## src/rtl/pong_pkg.sv

```systemverilog
// Shared constants, colours and state type for the Pong pixel generator.
package pong_pkg;

    localparam logic [9:0] H_VIS    = 10'd640;
    localparam logic [9:0] V_VIS    = 10'd480;

    localparam logic [9:0] WALL_X_L = 10'd32;
    localparam logic [9:0] WALL_X_R = 10'd35;

    localparam logic [9:0] PAD_X_L  = 10'd600;
    localparam logic [9:0] PAD_X_R  = 10'd603;
    localparam logic [9:0] PAD_LAST = 10'd71;
    localparam logic [9:0] PAD_Y0   = 10'd204;

    localparam logic [9:0] BALL_LAST = 10'd7;
    localparam logic [9:0] BALL_X0   = 10'd316;
    localparam logic [9:0] BALL_Y0   = 10'd236;

    localparam logic [9:0] TICK_X = 10'd0;
    localparam logic [9:0] TICK_Y = 10'd481;

    localparam logic [11:0] COL_WALL = 12'h00F;
    localparam logic [11:0] COL_PAD  = 12'h0F0;
    localparam logic [11:0] COL_BALL = 12'hF00;
    localparam logic [11:0] COL_BG   = 12'h000;

    typedef enum logic [1:0] {
        SERVE = 2'd0,
        PLAY  = 2'd1,
        MISS  = 2'd2
    } state_t;

    function automatic logic in_range(input logic [9:0] v, input logic [9:0] lo,
                                      input logic [9:0] hi);
        return (v >= lo) && (v <= hi);
    endfunction

endpackage

```

## src/rtl/pong_graph_if.sv

```systemverilog
// Pixel-position, button and colour/event signals between the sync stage and pong_graph.
interface pong_graph_if;
    logic [9:0]  pixel_x;
    logic [9:0]  pixel_y;
    logic        video_on;
    logic        btn_up;
    logic        btn_down;
    logic [11:0] rgb;
    logic        hit;
    logic        miss;

    modport master (
        output pixel_x, pixel_y, video_on, btn_up, btn_down,
        input  rgb, hit, miss
    );

    modport slave (
        input  pixel_x, pixel_y, video_on, btn_up, btn_down,
        output rgb, hit, miss
    );
endinterface

```

## src/rtl/pong_paddle.sv

```systemverilog
// Player paddle: position register stepped once per frame, clamped to the screen, plus draw test.
module pong_paddle
    import pong_pkg::*;
#(
    parameter int PAD_V = 4
) (
    input  logic       clk,
    input  logic       rst,
    input  logic       refr_tick,
    input  logic       btn_up,
    input  logic       btn_down,
    input  logic [9:0] pixel_x,
    input  logic [9:0] pixel_y,
    output logic [9:0] pad_y,
    output logic       pad_on
);
    localparam logic [9:0] PAD_V_W = 10'(PAD_V);

    logic [9:0] pad_y_r;

    // Paddle top moves a whole step or not at all; opposing buttons cancel.
    always_ff @(posedge clk or posedge rst) begin
        if (rst) begin
            pad_y_r <= PAD_Y0;
        end else if (refr_tick) begin
            if (btn_down && !btn_up && (pad_y_r + PAD_LAST < V_VIS - 10'd1 - PAD_V_W)) begin
                pad_y_r <= pad_y_r + PAD_V_W;
            end else if (btn_up && !btn_down && (pad_y_r > PAD_V_W)) begin
                pad_y_r <= pad_y_r - PAD_V_W;
            end else begin
                pad_y_r <= pad_y_r;
            end
        end else begin
            pad_y_r <= pad_y_r;
        end
    end

    assign pad_y  = pad_y_r;
    assign pad_on = in_range(pixel_x, PAD_X_L, PAD_X_R) &&
                    in_range(pixel_y, pad_y_r, pad_y_r + PAD_LAST);

endmodule

```

## src/rtl/pong_graph.sv

```systemverilog
// Pong pixel generator: wall, paddle and ball state, serve/play/miss control and colour output.
module pong_graph
    import pong_pkg::*;
#(
    parameter int BALL_V       = 2,
    parameter int PAD_V        = 4,
    parameter int SERVE_FRAMES = 60,
    parameter int MISS_FRAMES  = 30
) (
    input  logic       clk,
    input  logic       rst,
    pong_graph_if.slave bus
);
    localparam logic [9:0] BV         = 10'(BALL_V);
    localparam logic [9:0] BV_NEG     = 10'd0 - BV;
    localparam logic [5:0] SERVE_LAST = 6'(SERVE_FRAMES - 1);
    localparam logic [5:0] MISS_LAST  = 6'(MISS_FRAMES - 1);

    logic        tick_prev_r;
    logic        tick_cond_s;
    logic        refr_tick_s;
    state_t      state_r;
    logic [5:0]  frame_cnt_r;
    logic [9:0]  ball_x_r, ball_y_r;
    logic [9:0]  x_delta_r, y_delta_r;
    logic        hit_r, miss_r;
    logic [11:0] rgb_r;

    logic [9:0]  pad_y_s;
    logic        pad_on_s, wall_on_s, ball_on_s;
    logic [9:0]  x_delta_s, y_delta_s;
    logic        pad_hit_s, edge_miss_s;
    logic [11:0] rgb_s;

    // Pixel counts dwell several clocks, so the frame tick is the rising edge of the match.
    assign tick_cond_s = (bus.pixel_y == TICK_Y) && (bus.pixel_x == TICK_X);
    assign refr_tick_s = tick_cond_s && !tick_prev_r;

    pong_paddle #(.PAD_V(PAD_V)) u_paddle (
        .clk       (clk),
        .rst       (rst),
        .refr_tick (refr_tick_s),
        .btn_up    (bus.btn_up),
        .btn_down  (bus.btn_down),
        .pixel_x   (bus.pixel_x),
        .pixel_y   (bus.pixel_y),
        .pad_y     (pad_y_s),
        .pad_on    (pad_on_s)
    );

    // Collision decisions on the current ball position; a paddle return overrides an edge miss.
    always_comb begin
        y_delta_s   = y_delta_r;
        x_delta_s   = x_delta_r;
        pad_hit_s   = 1'b0;
        edge_miss_s = 1'b0;
        if (ball_y_r <= BV) begin
            y_delta_s = BV;
        end else if (ball_y_r + BALL_LAST >= V_VIS - 10'd1 - BV) begin
            y_delta_s = BV_NEG;
        end else begin
            y_delta_s = y_delta_r;
        end
        pad_hit_s = in_range(ball_x_r + BALL_LAST, PAD_X_L, PAD_X_R) &&
                    !x_delta_r[9] && (x_delta_r != 10'd0) &&
                    (ball_y_r <= pad_y_s + PAD_LAST) &&
                    (ball_y_r + BALL_LAST >= pad_y_s);
        edge_miss_s = !pad_hit_s && (ball_x_r + BALL_LAST >= H_VIS - 10'd1);
        if (pad_hit_s) begin
            x_delta_s = BV_NEG;
        end else if (ball_x_r <= WALL_X_R + BV) begin
            x_delta_s = BV;
        end else begin
            x_delta_s = x_delta_r;
        end
    end

    // Ball state machine, stepped once per frame; hit/miss are one-clock registered pulses.
    always_ff @(posedge clk or posedge rst) begin
        if (rst) begin
            state_r     <= SERVE;
            frame_cnt_r <= 6'd0;
            ball_x_r    <= BALL_X0;
            ball_y_r    <= BALL_Y0;
            x_delta_r   <= BV_NEG;
            y_delta_r   <= BV;
            hit_r       <= 1'b0;
            miss_r      <= 1'b0;
        end else begin
            hit_r  <= 1'b0;
            miss_r <= 1'b0;
            if (refr_tick_s) begin
                case (state_r)
                    SERVE: begin
                        ball_x_r <= BALL_X0;
                        ball_y_r <= BALL_Y0;
                        if (frame_cnt_r == SERVE_LAST) begin
                            state_r     <= PLAY;
                            frame_cnt_r <= 6'd0;
                            x_delta_r   <= BV_NEG;
                            y_delta_r   <= BV;
                        end else begin
                            frame_cnt_r <= frame_cnt_r + 6'd1;
                        end
                    end
                    PLAY: begin
                        x_delta_r <= x_delta_s;
                        y_delta_r <= y_delta_s;
                        ball_x_r  <= ball_x_r + x_delta_s;
                        ball_y_r  <= ball_y_r + y_delta_s;
                        hit_r     <= pad_hit_s;
                        if (edge_miss_s) begin
                            miss_r      <= 1'b1;
                            state_r     <= MISS;
                            frame_cnt_r <= 6'd0;
                        end
                    end
                    MISS: begin
                        if (frame_cnt_r == MISS_LAST) begin
                            state_r     <= SERVE;
                            frame_cnt_r <= 6'd0;
                            ball_x_r    <= BALL_X0;
                            ball_y_r    <= BALL_Y0;
                        end else begin
                            frame_cnt_r <= frame_cnt_r + 6'd1;
                        end
                    end
                    default: begin
                        state_r     <= SERVE;
                        frame_cnt_r <= 6'd0;
                    end
                endcase
            end
        end
    end

    assign wall_on_s = in_range(bus.pixel_x, WALL_X_L, WALL_X_R);
    assign ball_on_s = (state_r != MISS) &&
                       in_range(bus.pixel_x, ball_x_r, ball_x_r + BALL_LAST) &&
                       in_range(bus.pixel_y, ball_y_r, ball_y_r + BALL_LAST);

    // Colour priority: wall over paddle over ball over background, blanked outside video.
    always_comb begin
        rgb_s = COL_BG;
        if (!bus.video_on) begin
            rgb_s = COL_BG;
        end else if (wall_on_s) begin
            rgb_s = COL_WALL;
        end else if (pad_on_s) begin
            rgb_s = COL_PAD;
        end else if (ball_on_s) begin
            rgb_s = COL_BALL;
        end else begin
            rgb_s = COL_BG;
        end
    end

    // Output colour register and tick edge-detect history.
    always_ff @(posedge clk or posedge rst) begin
        if (rst) begin
            rgb_r       <= COL_BG;
            tick_prev_r <= 1'b0;
        end else begin
            rgb_r       <= rgb_s;
            tick_prev_r <= tick_cond_s;
        end
    end

    assign bus.rgb  = rgb_r;
    assign bus.hit  = hit_r;
    assign bus.miss = miss_r;

endmodule

```

## src/flat_wrapper.sv

```systemverilog
// flat-port wrapper written by rule: the top's interface ports become plain ports
module pong_graph_flat import pong_pkg::*;
#(
    parameter int BALL_V       = 2,
    parameter int PAD_V        = 4,
    parameter int SERVE_FRAMES = 60,
    parameter int MISS_FRAMES  = 30
)
  (clk, rst, bus_pixel_x, bus_pixel_y, bus_video_on, bus_btn_up, bus_btn_down, bus_rgb, bus_hit, bus_miss);
  pong_graph_if bus_i ();
  input  logic clk;
  input  logic rst;
  input wire logic [$bits(bus_i.pixel_x)-1:0] bus_pixel_x;
  input wire logic [$bits(bus_i.pixel_y)-1:0] bus_pixel_y;
  input wire logic [$bits(bus_i.video_on)-1:0] bus_video_on;
  input wire logic [$bits(bus_i.btn_up)-1:0] bus_btn_up;
  input wire logic [$bits(bus_i.btn_down)-1:0] bus_btn_down;
  output wire logic [$bits(bus_i.rgb)-1:0] bus_rgb;
  output wire logic [$bits(bus_i.hit)-1:0] bus_hit;
  output wire logic [$bits(bus_i.miss)-1:0] bus_miss;
  assign bus_i.pixel_x = bus_pixel_x;
  assign bus_i.pixel_y = bus_pixel_y;
  assign bus_i.video_on = bus_video_on;
  assign bus_i.btn_up = bus_btn_up;
  assign bus_i.btn_down = bus_btn_down;
  assign bus_rgb = bus_i.rgb;
  assign bus_hit = bus_i.hit;
  assign bus_miss = bus_i.miss;
  pong_graph #(.BALL_V(BALL_V), .PAD_V(PAD_V), .SERVE_FRAMES(SERVE_FRAMES), .MISS_FRAMES(MISS_FRAMES)) u_core (.clk(clk), .rst(rst), .bus(bus_i));
endmodule
```

## config.mk

```make
export PLATFORM = sky130hd
export DESIGN_NAME = pong_graph_flat
export DESIGN_NICKNAME = d
export VERILOG_FILES = /design/src/rtl/pong_pkg.sv /design/src/rtl/pong_graph_if.sv /design/src/rtl/pong_paddle.sv /design/src/rtl/pong_graph.sv /design/src/flat_wrapper.sv
export SDC_FILE = /design/constraint.sdc
export NUM_CORES = 1
export LEC_CHECK = 0
export ABC_AREA = 1
export CAP_MARGIN = 15
export CORE_MARGIN = 5
export CORE_UTILIZATION = 40
export DETAILED_ROUTE_END_ITERATION = 10
export SETUP_SLACK_MARGIN = 0.02
export SYNTH_ARGS = -nofsm -noshare
export SYNTH_HDL_FRONTEND = slang
export SYNTH_SLANG_ARGS = --single-unit
```

## constraint.sdc

```tcl
create_clock -name clk -period 3.38 [get_ports clk]
set_input_delay 0.507 -clock clk [delete_from_list [all_inputs] [get_ports clk]]
set_output_delay 0.507 -clock clk [all_outputs]
set_load 0.05 [all_outputs]
```

==> impl_metrics.yaml <==
status:
  outcome: "complete, but fails checks"
  violations: "negative setup slack"
routing:
  initialDrtViolationCount: 437
  wl_um: 18800
  via_per_inst: 5.08
  drc: 0
  drtAntennaViolNets: 0
  first_pass_iters: 4
  avgRoutedWirePerCell_um: 14.8
  vias: 6476
die:
  start_util: 0.407
  floorplan.rows: 46
  dieArea_sq_um: 18800
  die_x_um: 137
  core_sq_um: 15900
  ioPinCount: 39
  die_h_um: 137
power:
  clockPowerShare: 0.530
  powerDensity_nw_per_um2: 219
  internal-power_mw: 1.46
  p_sw_frac: 0.242
  netSwitchingPower_mw: 0.465
  leakage_nw: 4.44
  p_seq_frac: 0.387
  combPwrFrac: 0.083
  irDropWorstVdd_mv: 0.220
setup_path:
  crit_fanout: 4
  cp.required_ps: 3590
  start_kind: "flop"
  cp-startpoint: "u_core.u_paddle.pad_y[2]"
  arrival_ps: 3830
  crit_path_end_kind: "flop"
  r2r-start: "u_core.u_paddle.pad_y[2]"
  cpPeakStageDelay_ps: 590
  path_common_cell: "nand2_2"
  slowest_stage: "dfstp_2"
  critical_path_class: "reg -> reg"
clocking:
  root_buffer: "clkbuf_16"
  htreeDepth: 3
  cts_tree: "yes"
  clock_latency_ps: 350
  cts_inserted_buffers: 9
  cts_sinks: 62
  clk_pin_slew_ps: 50
  cts_buffer_depth: 2
place:
  dp_hpwl_um: 15200
  place.gp.congestion: 0.883
  place_ws_ps: -461
  numPortBuffers: 38
synth:
  synthTopCellsByArea: "ha_1 20%, dfrtp_1 15%, nand2_1 11%"
  synth_compound_area_frac: 0.149
  yosysTopAreaCell: "ha_1"
  synthMuxAreaShare: 0
  netlist_instances: 893
  synth-main-ff-cell: "dfrtp_1"
  synthesis.nets: 1024
  synth_top_family_by_area: "simple AND/OR/NAND/NOR gates"
  synth_edf_count: 0
  synth_cell_types: 47
  synth_area_sq_um: 6470
  async_reset_ff_frac: 1.00
  yosys_warnings: 0
  synthAdderAreaFrac: 0.207
  synthDominantCellAreaShare: 0.201
  seq_area_frac_synth: 0.244
  synth_xor_area_frac: 0.0431
  avgSynthCellArea_sq_um: 7.25
  synth-seq-cells: 62
  synthSimpleGateAreaFrac: 0.259
final_layout:
  final_nets: 1186
  num_antenna_cells: 0
  register_area_sq_um: 1580
  fillers: 1527
  synthToLayoutAreaGrowth_pct: 35.7
  drive_gt1_frac: 0.270
  multiInputGateArea_sq_um: 4720
sta:
  layout_setup_ws_ps: -237
  hold_viol: 0
  fin_worst_skew_ps: 8.03
  slew_viol_final: 0
  fmax_mhz: 276
  relSlewSlack: 0.603
  tns_ps: -1210
  report.final.setup_viol: 6
  fin_crit_ps: 3620
  period_share: 1.07
  max_slew.worst_pin.slew_ps: 592
  rsz0062_at_grt: "true"
global_routing:
  antenna_found_initial: 0
  grt_pass1_wl_um: 30700
  grt_max_degree: 27
  grt_pass1_vias: 6180
  overflow: 0
  track_usage: 0.208
job:
  cap_viol_max_count: 0
hold_path:
  hold_path.class: "reg -> reg"
  min_from: "u_core.u_paddle.pad_y[9]"
[what timing repair did]
action | 4_1_cts | 5_1_grt
resized for setup | 24 | 75
hold buffers | 0 | 0
pin swaps | 18 | 38
endpoints found under the setup margin | 11 | 16
setup buffers | 5 | 9
[critical path, delay by kind of cell, from the launching register on]
family                     cells  cell delay (ps)
and+or+nand+nor               16             1450
adders and majority gates      3              780
DFF                            1              590
buffers and inverters          4              260
AOI/OAI and AO/OA              3              260
xor gates and xnor gates       1              150
[cell type report]
| cell class | count | area share |
|---|---|---|
| Tap cell | 216 | 0.0308 |
| Clock inverter | 6 | 0.0105 |
| Clock buffer | 10 | 0.0261 |
| Inverter | 125 | 0.0537 |
| Timing Repair Buffer | 174 | 0.161 |
| Sequential cell | 62 | 0.180 |
| Multi-Input combinational cell | 683 | 0.538 |
[path summary, 6_finish.rpt]
check                                           end  slack, ps  depth (start not counted)
max                              u_core.ball_x_r[6]       -240                         27
min                        u_core.u_paddle.pad_y[9]        480                          2
max reg2reg                      u_core.ball_x_r[6]       -240                         27
min reg2reg                u_core.u_paddle.pad_y[9]        480                          2
max in group asynchronous        u_core.ball_x_r[4]       2050                          3
min in group asynchronous       u_core.y_delta_r[3]        540                          2
[power by group through the flow]
stage,sequential (mW),combinational [mW],clock [mW]
after CTS,0.745,0.162,1.04
after global routing,0.744,0.182,1.07
after global placement,0.757,0.160,0
final,0.745,0.160,1.02
after detailed placement,0.757,0.161,0
after floorplan,0.758,0.0863,0
[Yosys cell counts (3+ instances only)]
library cell  count
o31ai_1           6
o211ai_1          6
dfrtp_1          38
buf_4            12
a31oi_1           3
nor2_1           83
inv_1           122
dfstp_2          24
nor3_1           15
nand2_2           7
ha_1            104
or2_2             5
nand2_1         182
a211oi_1          4
a21o_1            4
o21a_1            3
xor2_1           23
o2111ai_1         3
xnor2_1           7
nand3_1          54
o22ai_1          17
nand4_1          19
o21ai_2           3
clkbuf_1          3
a21oi_1          53
buf_6             3
o21ai_0          47
nand3b_1          3
nor4_1            6
buf_2             5
a22oi_1           7
[cells in the final DEF, fill, tap and decap left out, types with 4 or more instances in the layout]
cell	n
nand2_2	26
a22oi_1	6
dfrtp_1	38
o21ai_1	9
nor2_1	78
xnor2_1	6
ha_1	85
a21oi_1	40
clkdlybuf4s50_1	38
nor4_1	6
clkbuf_16	9
a21oi_2	12
ha_2	5
a21o_1	4
nand3_2	8
nor3_1	13
nand4_1	19
nand3_1	46
o211ai_1	6
buf_6	4
o31ai_1	6
o21ai_0	37
inv_2	8
o21ai_2	6
ha_4	14
o22ai_1	17
buf_4	132
nand2_1	161
xor2_1	21
inv_1	115
dfstp_2	24
or2_2	4
[layer usage]
metal  share of wire  track usage  up-vias
met5               0            0        -
met4           0.013       0.0604        0
met3           0.038       0.0248       20
met2            0.45        0.327      116
met1            0.50        0.301     2990
li1                -            -     3350
[metrics by stage]
| stage | total power, mW | utilization | instance area (sq um) | hold WS (ps) | instances |
|---|---|---|---|---|---|
| after floorplan | 0.844 | - | 6540 | 450 | 893 |
| after global placement | 0.916 | 0.500 | 7940 | 464 | 1246 |
| after detailed placement | 0.918 | 0.500 | 7940 | 469 | 1246 |
| after CTS | 1.94 | 0.528 | 8390 | 481 | 1267 |
| after global routing | 2.00 | 0.553 | 8780 | 491 | 1276 |
| final | 1.92 | 0.553 | 8780 | 477 | 1276 |
[cells by family (layout without fill, tap and decap cells)]
family,after synthesis,count (layout)
AO/OA/AOI/OAI,164,164
flip-flops,62,62
buffers and inverters,148,315
XOR/XNOR,31,31
AND/OR/NAND/NOR,382,382
adder cells (fa/ha/maj),106,106
[flip-flops by register name, indices dropped and copies added (netlist names)]
register and cells:
u_core.state_r 2, u_core.bus.rgb 3, u_core.ball_y_r 10, u_core.u_paddle.pad_y 8
u_core.tick_prev_r 1, u_core.ball_x_r 10, u_core.x_delta_r 10, u_core.frame_cnt_r 6
u_core.bus.hit 1, u_core.bus.miss 1, u_core.y_delta_r 10
Note: power is estimated with default switching activity, not from simulation.
